$ cat config.mk
export PLATFORM = sky130hd
export DESIGN_NAME = cla_multiword_seq
export DESIGN_NICKNAME = d
export VERILOG_FILES = /design/src/rtl/cla_multiword_seq_pkg.sv /design/src/rtl/cla_slice.sv /design/src/rtl/cla_multiword_seq.sv
export SDC_FILE = /design/constraint.sdc
export NUM_CORES = 1
export LEC_CHECK = 0
export ABC_AREA = 1
export ABC_CLOCK_PERIOD_IN_PS = 3000
export CAP_MARGIN = 15
export CORE_MARGIN = 2
export CORE_UTILIZATION = 36
export DETAILED_ROUTE_END_ITERATION = 8
export GPL_TIMING_DRIVEN = 0
export PLACE_DENSITY = 0.65
export SLEW_MARGIN = 20
export SYNTH_ARGS = -nofsm -noshare
export SYNTH_HDL_FRONTEND = slang
export SYNTH_SLANG_ARGS = --single-unit
$ cat constraint.sdc
create_clock -name clk -period 3 [get_ports clk]
set_input_delay 0.6 -clock clk [delete_from_list [all_inputs] [get_ports clk]]
set_output_delay 0.6 -clock clk [all_outputs]
set_load 0.01 [all_outputs]
$ cat src/rtl/cla_multiword_seq_pkg.sv
// rtl/cla_multiword_seq_pkg.sv - shared state encoding and index-width helper for the word-serial CLA adder
package cla_multiword_seq_pkg;

    typedef enum logic [1:0] {
        ST_IDLE = 2'd0,
        ST_ADD  = 2'd1,
        ST_DONE = 2'd2
    } state_e;

    // A single-word build still needs a one-bit index register.
    function automatic int idx_width(input int words);
        return (words > 1) ? $clog2(words) : 1;
    endfunction

endpackage

$ cat src/rtl/cla_slice.sv
// rtl/cla_slice.sv - combinational NBITS-wide carry-lookahead adder slice
module cla_slice #(
    parameter int NBITS = 4
) (
    input  logic [NBITS-1:0] a,
    input  logic [NBITS-1:0] b,
    input  logic             ci,
    output logic [NBITS-1:0] s,
    output logic             co
);

    logic [NBITS-1:0] g;
    logic [NBITS-1:0] p;
    logic [NBITS:0]   c;

    assign g = a & b;
    assign p = a ^ b;

    // Each carry is the flattened sum-of-products over all lower generates, not a ripple chain.
    always_comb begin
        logic term;
        logic prop;
        c    = '0;
        c[0] = ci;
        for (int i = 0; i < NBITS; i++) begin
            term = g[i];
            prop = p[i];
            for (int j = i - 1; j >= 0; j--) begin
                term = term | (prop & g[j]);
                prop = prop & p[j];
            end
            c[i+1] = term | (prop & ci);
        end
    end

    assign s  = p ^ c[NBITS-1:0];
    assign co = c[NBITS];

endmodule

$ cat src/rtl/cla_multiword_seq.sv
// rtl/cla_multiword_seq.sv - wide adder time-multiplexing one CLA slice, LS word first
// Optional subtract mode (A - B) is enabled by defining CLA_SEQ_SUBTRACT_EN.
module cla_multiword_seq
    import cla_multiword_seq_pkg::*;
#(
    parameter int NBITS = 4,
    parameter int WORDS = 4
) (
    input  logic                   clk,
    input  logic                   rst,
    input  logic                   in_valid,
    output logic                   in_ready,
    input  logic [NBITS*WORDS-1:0] a,
    input  logic [NBITS*WORDS-1:0] b,
    input  logic                   cin,
`ifdef CLA_SEQ_SUBTRACT_EN
    input  logic                   sub,
`endif
    output logic                   out_valid,
    input  logic                   out_ready,
    output logic [NBITS*WORDS-1:0] sum,
    output logic                   cout,
    output logic                   busy
);

    localparam int W  = NBITS * WORDS;
    localparam int IW = idx_width(WORDS);
    localparam logic [IW-1:0] LAST_IDX = IW'(WORDS - 1);
    localparam logic [IW-1:0] IDX_ONE  = IW'(1);

    state_e          state_q, state_d;
    logic [IW-1:0]   idx_q, idx_d;
    logic [W-1:0]    a_q, a_d;
    logic [W-1:0]    b_q, b_d;
    logic [W-1:0]    sum_q, sum_d;
    logic            carry_q, carry_d;
    logic            cout_q, cout_d;
`ifdef CLA_SEQ_SUBTRACT_EN
    logic            sub_q, sub_d;
`endif

    int              word_lsb;
    logic [NBITS-1:0] slice_a, slice_b, slice_s;
    logic            slice_co;

    always_comb begin
        word_lsb = int'(idx_q) * NBITS;
        slice_a  = a_q[word_lsb +: NBITS];
        slice_b  = b_q[word_lsb +: NBITS];
`ifdef CLA_SEQ_SUBTRACT_EN
        if (sub_q) begin
            slice_b = ~slice_b;
        end
`endif
    end

    cla_slice #(.NBITS(NBITS)) u_slice (
        .a  (slice_a),
        .b  (slice_b),
        .ci (carry_q),
        .s  (slice_s),
        .co (slice_co)
    );

    always_comb begin
        state_d = state_q;
        idx_d   = idx_q;
        a_d     = a_q;
        b_d     = b_q;
        sum_d   = sum_q;
        carry_d = carry_q;
        cout_d  = cout_q;
`ifdef CLA_SEQ_SUBTRACT_EN
        sub_d   = sub_q;
`endif
        case (state_q)
            ST_IDLE: begin
                if (in_valid) begin
                    a_d     = a;
                    b_d     = b;
                    idx_d   = '0;
                    state_d = ST_ADD;
`ifdef CLA_SEQ_SUBTRACT_EN
                    // Two's-complement subtract: the +1 enters as the initial carry.
                    sub_d   = sub;
                    carry_d = sub ? 1'b1 : cin;
`else
                    carry_d = cin;
`endif
                end
            end
            ST_ADD: begin
                sum_d[word_lsb +: NBITS] = slice_s;
                carry_d                  = slice_co;
                if (idx_q == LAST_IDX) begin
                    cout_d  = slice_co;
                    idx_d   = '0;
                    state_d = ST_DONE;
                end else begin
                    idx_d = idx_q + IDX_ONE;
                end
            end
            ST_DONE: begin
                if (out_ready) begin
                    state_d = ST_IDLE;
                end
            end
            default: state_d = ST_IDLE;
        endcase
    end

    always_ff @(posedge clk or posedge rst) begin
        if (rst) begin
            state_q <= ST_IDLE;
            idx_q   <= '0;
            a_q     <= '0;
            b_q     <= '0;
            sum_q   <= '0;
            carry_q <= 1'b0;
            cout_q  <= 1'b0;
`ifdef CLA_SEQ_SUBTRACT_EN
            sub_q   <= 1'b0;
`endif
        end else begin
            state_q <= state_d;
            idx_q   <= idx_d;
            a_q     <= a_d;
            b_q     <= b_d;
            sum_q   <= sum_d;
            carry_q <= carry_d;
            cout_q  <= cout_d;
`ifdef CLA_SEQ_SUBTRACT_EN
            sub_q   <= sub_d;
`endif
        end
    end

    assign in_ready  = (state_q == ST_IDLE);
    assign out_valid = (state_q == ST_DONE);
    assign busy      = (state_q == ST_ADD);
    assign sum       = sum_q;
    assign cout      = cout_q;

endmodule

## Word level (Yosys, flattened, before mapping)

Cells that the tools add are included.

- $add $sub $neg: 2
- Multipliers: 0
- Divide/modulo/power cells: 0
- Order comparisons: 0
- Equal/unequal tests: 6
- Shifts and indexed selects: 4
- Muxes and demuxes: 10
- Bitwise gates (word level): 29
- Reductions and logical operators: 6

Operator list:

| operator | number |
|---|---|
| 4-bit negation with 33-bit output | 1 |
| 4-bit by 33-bit variable shift with 16-bit output, first input constant | 1 |
| 4-bit by 33-bit variable part select with 16-bit output | 1 |
| 16-bit by 5-bit variable part select with 4-bit output | 2 |
| 1-bit AND | 16 |
| 16-bit bitwise mux | 1 |
| 2-bit 2-to-1 mux | 5 |
| 1-bit bitwise OR | 10 |
| 4-bit bitwise XOR | 2 |
| 2-bit case mux with 3 select lines | 1 |
| 2-bit AND reduction | 3 |
| 4-bit AND | 1 |
| 2-bit == test, second input constant | 2 |
| 2-bit by 1-bit != test with 1-bit output, second input constant | 2 |
| 2-bit case mux with 2 select lines | 1 |
| 3-bit AND reduction | 1 |
| 2-bit by 1-bit adder with 2-bit output, second input constant | 1 |
| 2-bit by 1-bit == test with 1-bit output, second input constant | 1 |
| 2-bit zero test | 1 |
| 2-bit != test, second input constant | 1 |
| 1-bit case mux with 2 select lines | 1 |
| 2-bit nonzero test | 1 |
| 1-bit 2-to-1 mux | 1 |

- Register bits after elaboration: 54
- Bits in latches: 0
- Bits in writable memories: 0
- Bits in read-only memories: 0
- Bits of input ports: 37
- Output and inout port bits: 20
- Logic and storage cells: 64
- Memories kept: 0

## Depth between registers and ports, before layout

- Word-level depth: 9
- Mapped depth: 14
- Depth with buffers taken out: 13

## Modules after synthesis

From an unflattened synthesis, not the netlist that was laid out.

- Cell total of the unflattened synthesis: 348
- Area total of the unflattened synthesis: 2773.9 um^2

By module, submodules not included:

| module | instances | cells each | area an instance (um^2) | seq. area each (um^2) |
|---|---|---|---|---|
| cla_multiword_seq | 1 | 317 | 2585.0 | 1351.3 |
| cla_slice | 1 | 31 | 188.9 | 0.0 |

## Least setup slack after synthesis

No wires, ideal clock.

- Path kind: flip-flop to flip-flop
- Start: register idx_q[0]
- End: register sum_q[14], in the netlist sum[14]
- Setup time: 0.065 ns
- Arrival: 2.009 ns
- Required time: 2.935 ns
- Setup slack: 0.926 ns
- Cell stages (with the launch flop): 12
- Buffers on the path: 1
- Clock period less this slack: 2.074 ns
- Cell sequence: dfrtp_1 inv_2 buf_2 nor2_1 o22ai_1 ha_1 nand3_1 nand3_1 xor2_1 nor2_1 nand3_1 nand2_1

- Cells in the longest elaborated chain, start to end: 9
- Elaborated cells on any way between the ends: 24
- Those cells by class: add/sub (1); shift (4); mux (1); bitwise (18)

RTL lines:

| what | line | text |
|---|---|---|
| start: declaration | cla_multiword_seq.sv:32 | `logic [IW-1:0] idx_q, idx_d;` |
| start signal: assignment | cla_multiword_seq.sv:126 | `idx_q <= idx_d;` |
| 16-bit by 5-bit variable part select with 4-bit output, on equally long branches | cla_multiword_seq.sv:48, cla_multiword_seq.sv:49 |  |
| 4-bit bitwise XOR / 4-bit AND (equally long branches) | cla_slice.sv:17, cla_slice.sv:16 |  |
| 1-bit AND, on equally long branches | cla_slice.sv:29, cla_slice.sv:30 |  |
| 1-bit bitwise OR (tied with other cells) | cla_slice.sv:29 | `term = term \| (prop & g[j]);` |
| 1-bit bitwise OR / 1-bit AND (equally long branches) | cla_slice.sv:29, cla_slice.sv:32 |  |
| 1-bit bitwise OR | cla_slice.sv:32 | `c[i+1] = term \| (prop & ci);` |
| 4-bit bitwise XOR | cla_slice.sv:36 | `assign s = p ^ c[NBITS-1:0];` |
| 4-bit by 33-bit variable part select with 16-bit output | cla_multiword_seq.sv:93 | `sum_d[word_lsb +: NBITS] = slice_s;` |
| 16-bit bitwise mux (*) | cla_multiword_seq.sv:93 |  |
| end signal: assignment | cla_multiword_seq.sv:129 | `sum_q <= sum_d;` |
| end: declaration | cla_multiword_seq.sv:35 | `logic [W-1:0] sum_q, sum_d;` |

Every way passes the cells marked *; elsewhere a longest branch is shown, timed or not.
A chain may end at the register's enable or synchronous reset.

## Worst setup path in the final report

- Start: register idx_q[0]
- End: register sum_q[6], in the netlist sum[6]

Same word-level chain as after synthesis.

==> flow_metrics.env <==
export IMPL_ant_nets=0
export IMPL_synth_area_top_cells="dfrtp_1, nand2_1, ha_1"
export IMPL_timing_critical_path_depth=11
export IMPL_clock_fmax_ghz=0.384
export IMPL_post_cts_resized=0
export IMPL_final_core_util=0.481
export IMPL_cts_setup_buffers=0
export IMPL_antenna_found_initial=0
export IMPL_core_rowCount=31
export IMPL_setup_repair_after_global_routing_missed_its_margin="no"
export IMPL_finalCritPeriodShare=0.867
export IMPL_cts_tree="yes"
export IMPL_number_of_synthesized_flops_with_an_enable_pin=0
export IMPL_cellLeakagePower_nw=1.71
export IMPL_synthesis_area_per_instance_um2=8.09
export IMPL_cts_root_buffer_cell="clkbuf_8"
export IMPL_finish_instance_area_um2=3450
export IMPL_path_clk_slew_ns=0.09
export IMPL_grt_total_usage=0.155
export IMPL_detail_route_vias_per_cell=4.58
export IMPL_critical_path_fanouts_max=12
export IMPL_grt_pass1_vias=2086
export IMPL_inserted_diodes=0
export IMPL_worst_r2r_path_depth=11
export IMPL_hold_path_class="register to register"
export IMPL_dr_pass1_iters=4
export IMPL_layout_skew_ns=0.00500
export IMPL_die_h_um=89.6
export IMPL_place_detailed_hpwl_um=4610
export IMPL_h_tree_depth=2
export IMPL_worst_setup_path_startpoint="idx_q[0]$_DFFE_PP0P_"
export IMPL_critical_path_sink="sum[6]$_DFFE_PP0P_"
export IMPL_finalCriticalPeriod_ns=2.60
export IMPL_timing_critical_path_to_type="register"
export IMPL_final_cell_count_no_fill=489
export IMPL_vias=2242
export IMPL_synth_warning_count=0
export IMPL_largest_net_degree_at_the_start_of_global_routing=35
export IMPL_critical_path_required_ns=3.25
export IMPL_max_slew_worst_pin_slew_ns=0.504
export IMPL_status="finished, final reports clean"
export IMPL_synth_cell_types=24
export IMPL_synth_top_area_cell="dfrtp_1"
export IMPL_number_of_hold_repair_buffers_added_at_the_cts_stage=0
export IMPL_synth_yosys_seq_area_share=0.513
export IMPL_netlist_area_leader_share=0.513
export IMPL_gpl_final_weighted_congestion=0.904
export IMPL_reg2reg_to="sum[6]$_DFFE_PP0P_"
export IMPL_peak_supply_drop_mv=0.447
export IMPL_io_pins=57
export IMPL_synth_async_sr_flop_share=1.00
export IMPL_slew_headroom=0.664
export IMPL_timing_max_transition_violations_final=0
export IMPL_crit_top_cell="nand3_1"
export IMPL_starting_utilization_of_the_core_area=0.367
export IMPL_cts_buffer_depth=2
export IMPL_arrival_ns=2.85
export IMPL_critical_path_n_buffers_inverters=2
export IMPL_drive_gt1_frac=0.0846
export IMPL_report_final_setup_viol=0
export IMPL_clock_latency_reported_for_the_late_side_of_the_worst_skew_pair_ns=0.31
export IMPL_number_of_hold_violations_in_the_final_report=0
export IMPL_cellPowerDensity_nw_per_um2=1110
export IMPL_worstReg2RegStart="idx_q[0]$_DFFE_PP0P_"
export IMPL_cts_made_buffers=5
export IMPL_detailedRoute_firstIterationViolations=119
export IMPL_placement_cell_area_um2=3340
export IMPL_crit_path_top_delay_cell="dfrtp_1"
export IMPL_synthCells=326
export IMPL_postSynthRegisterBits=54
export IMPL_crit_path_cell_trace="inv_2, buf_2, nor2_1, o22ai_1, ha_1, nand3_1, nand3_1, xor2_1, nor2_1, nand3_1, nand2_1"
export IMPL_synth_cell_area_um2=2640
export IMPL_dominant_register_cell_in_the_synthesized_netlist="dfrtp_1"
export IMPL_wirelength_um=5900
export IMPL_critical_path_top_delay_family="simple AND/OR/NAND/NOR gates"
export IMPL_drc=0
export IMPL_dp_cells=482
export IMPL_slowest_delay_ns=0.53
export IMPL_max_cap_viol_count=0
export IMPL_area_delta_synth_final_pct=31.0
export IMPL_worst_setup_path_type="register to register"
export IMPL_globalRouteOverflowTotal=0
export IMPL_timing_critical_path_from_type="register"
export IMPL_fin_setup_tns_ns=0
export IMPL_wl_per_cell_um=12.1
export IMPL_die_width_um=89.6
export IMPL_wire_length_of_the_first_global_routing_pass_um=9450
export IMPL_total_power_mw=3.84
export IMPL_postSynthNetCount=375
export IMPL_floorplan_die_area_um2=8020
export IMPL_io_buffer_count=56
export IMPL_tritoncts_num_sinks=54
export IMPL_coreArea_um2=7180
export IMPL_reg2reg_slack_ns=0.40
export IMPL_nets=439
cell families after synthesis:
group                    Yosys count  synth area share
adder cells (fa/ha/maj)           12            0.0598
buffers and inverters             33            0.0546
AO/OA/AOI/OAI                     44            0.0892
AND/OR/NAND/NOR                  180             0.274
flip-flops                        54             0.513
XOR/XNOR                           3           0.00997
state kept, by name, indices dropped and copies added, names as in the netlist:
register and flops:
carry_q 1, state_q 2, idx_q 2, b_q 16, cout 1, a_q 16
sum 16
where the power goes:
group          total [mW]  leakage [nW]  internal, mW  switching (mW)
sequential           1.24         0.692          1.04           0.203
combinational        2.11         0.961         0.824            1.28
clock               0.488        0.0573         0.267           0.221
total                3.84          1.71          2.13            1.71
cells in the final DEF (no fill, tap or decap):
master           instances
buf_12                   1
buf_2                    6
buf_4                    3
bufinv_16                1
clkbuf_1                 2
clkbuf_8                 6
clkdlybuf4s50_1         56
clkinv_2                 1
dfrtp_1                 54
fa_1                     1
ha_1                    11
inv_1                   15
inv_2                    6
nand2_1                136
nand2_2                  3
nand3_1                  8
nand3_2                  1
nand4_1                  1
nand4_2                  1
nor2_1                  25
nor2_2                   4
nor3_1                   1
o21ai_0                 18
o21ai_1                 16
o22ai_1                  8
o31ai_1                  2
xnor2_1                  1
xor2_1                   2
per-stage QoR:
step           setup WS, ns  hold slack (ns)
6_report              0.399            0.483
5_1_grt               0.198            0.508
4_1_cts               0.427            0.488
3_5_place_dp          0.436            0.464
3_3_place_gp          0.132            0.461
2_1_floorplan         0.926            0.444
tightest hold or removal path, stage by stage, from the launching register on:
cell and delay [ns]:
dfrtp_1 0.35, nand2_1 0.05, nand2_1 0.05
routing by layer:
metal | part of all wire | vias up | track usage
met4 | 0.0097 | 0 | 0.0366
li1 | - | 1154 | -
met1 | 0.46 | 1042 | 0.193
met2 | 0.49 | 41 | 0.274
met5 | 0 | - | 0
met3 | 0.036 | 5 | 0.0356
worst min path at each step:
stage	startpoint	to	slack [ns]	depth (start not counted)
floorplan	a_q[10]$_DFFE_PP0P_	a_q[10]$_DFFE_PP0P_	0.44	2
finish	a_q[4]$_DFFE_PP0P_	a_q[4]$_DFFE_PP0P_	0.48	2
detailed placement	b_q[6]$_DFFE_PP0P_	b_q[6]$_DFFE_PP0P_	0.46	2
global route	a_q[8]$_DFFE_PP0P_	a_q[8]$_DFFE_PP0P_	0.51	2
CTS	b_q[6]$_DFFE_PP0P_	b_q[6]$_DFFE_PP0P_	0.49	2
global placement	b_q[6]$_DFFE_PP0P_	b_q[6]$_DFFE_PP0P_	0.46	2
Yosys cell counts, types with 2 or more instances:
master,count
xor2_1,2
o21ai_1,16
o21ai_0,18
nor2_1,25
dfrtp_1,54
inv_1,16
nand3_1,8
ha_1,11
nor2_2,4
o31ai_1,2
o22ai_1,8
buf_4,3
nand2_2,3
clkbuf_1,2
nand2_1,136
inv_2,5
buf_2,6
final cells by class:
cell class / instances / area [um2]
inverter: 22 / 83.8
sequential: 54 / 1350
timing repair buffer: 57 / 581
clock buffer: 6 / 82.6
tap: 99 / 124
buffer: 11 / 60.1
clock inverter: 1 / 30.0
multi-input combinational: 239 / 1140
fill: 720 / 3720
Note: power is estimated with default switching activity, not from simulation.
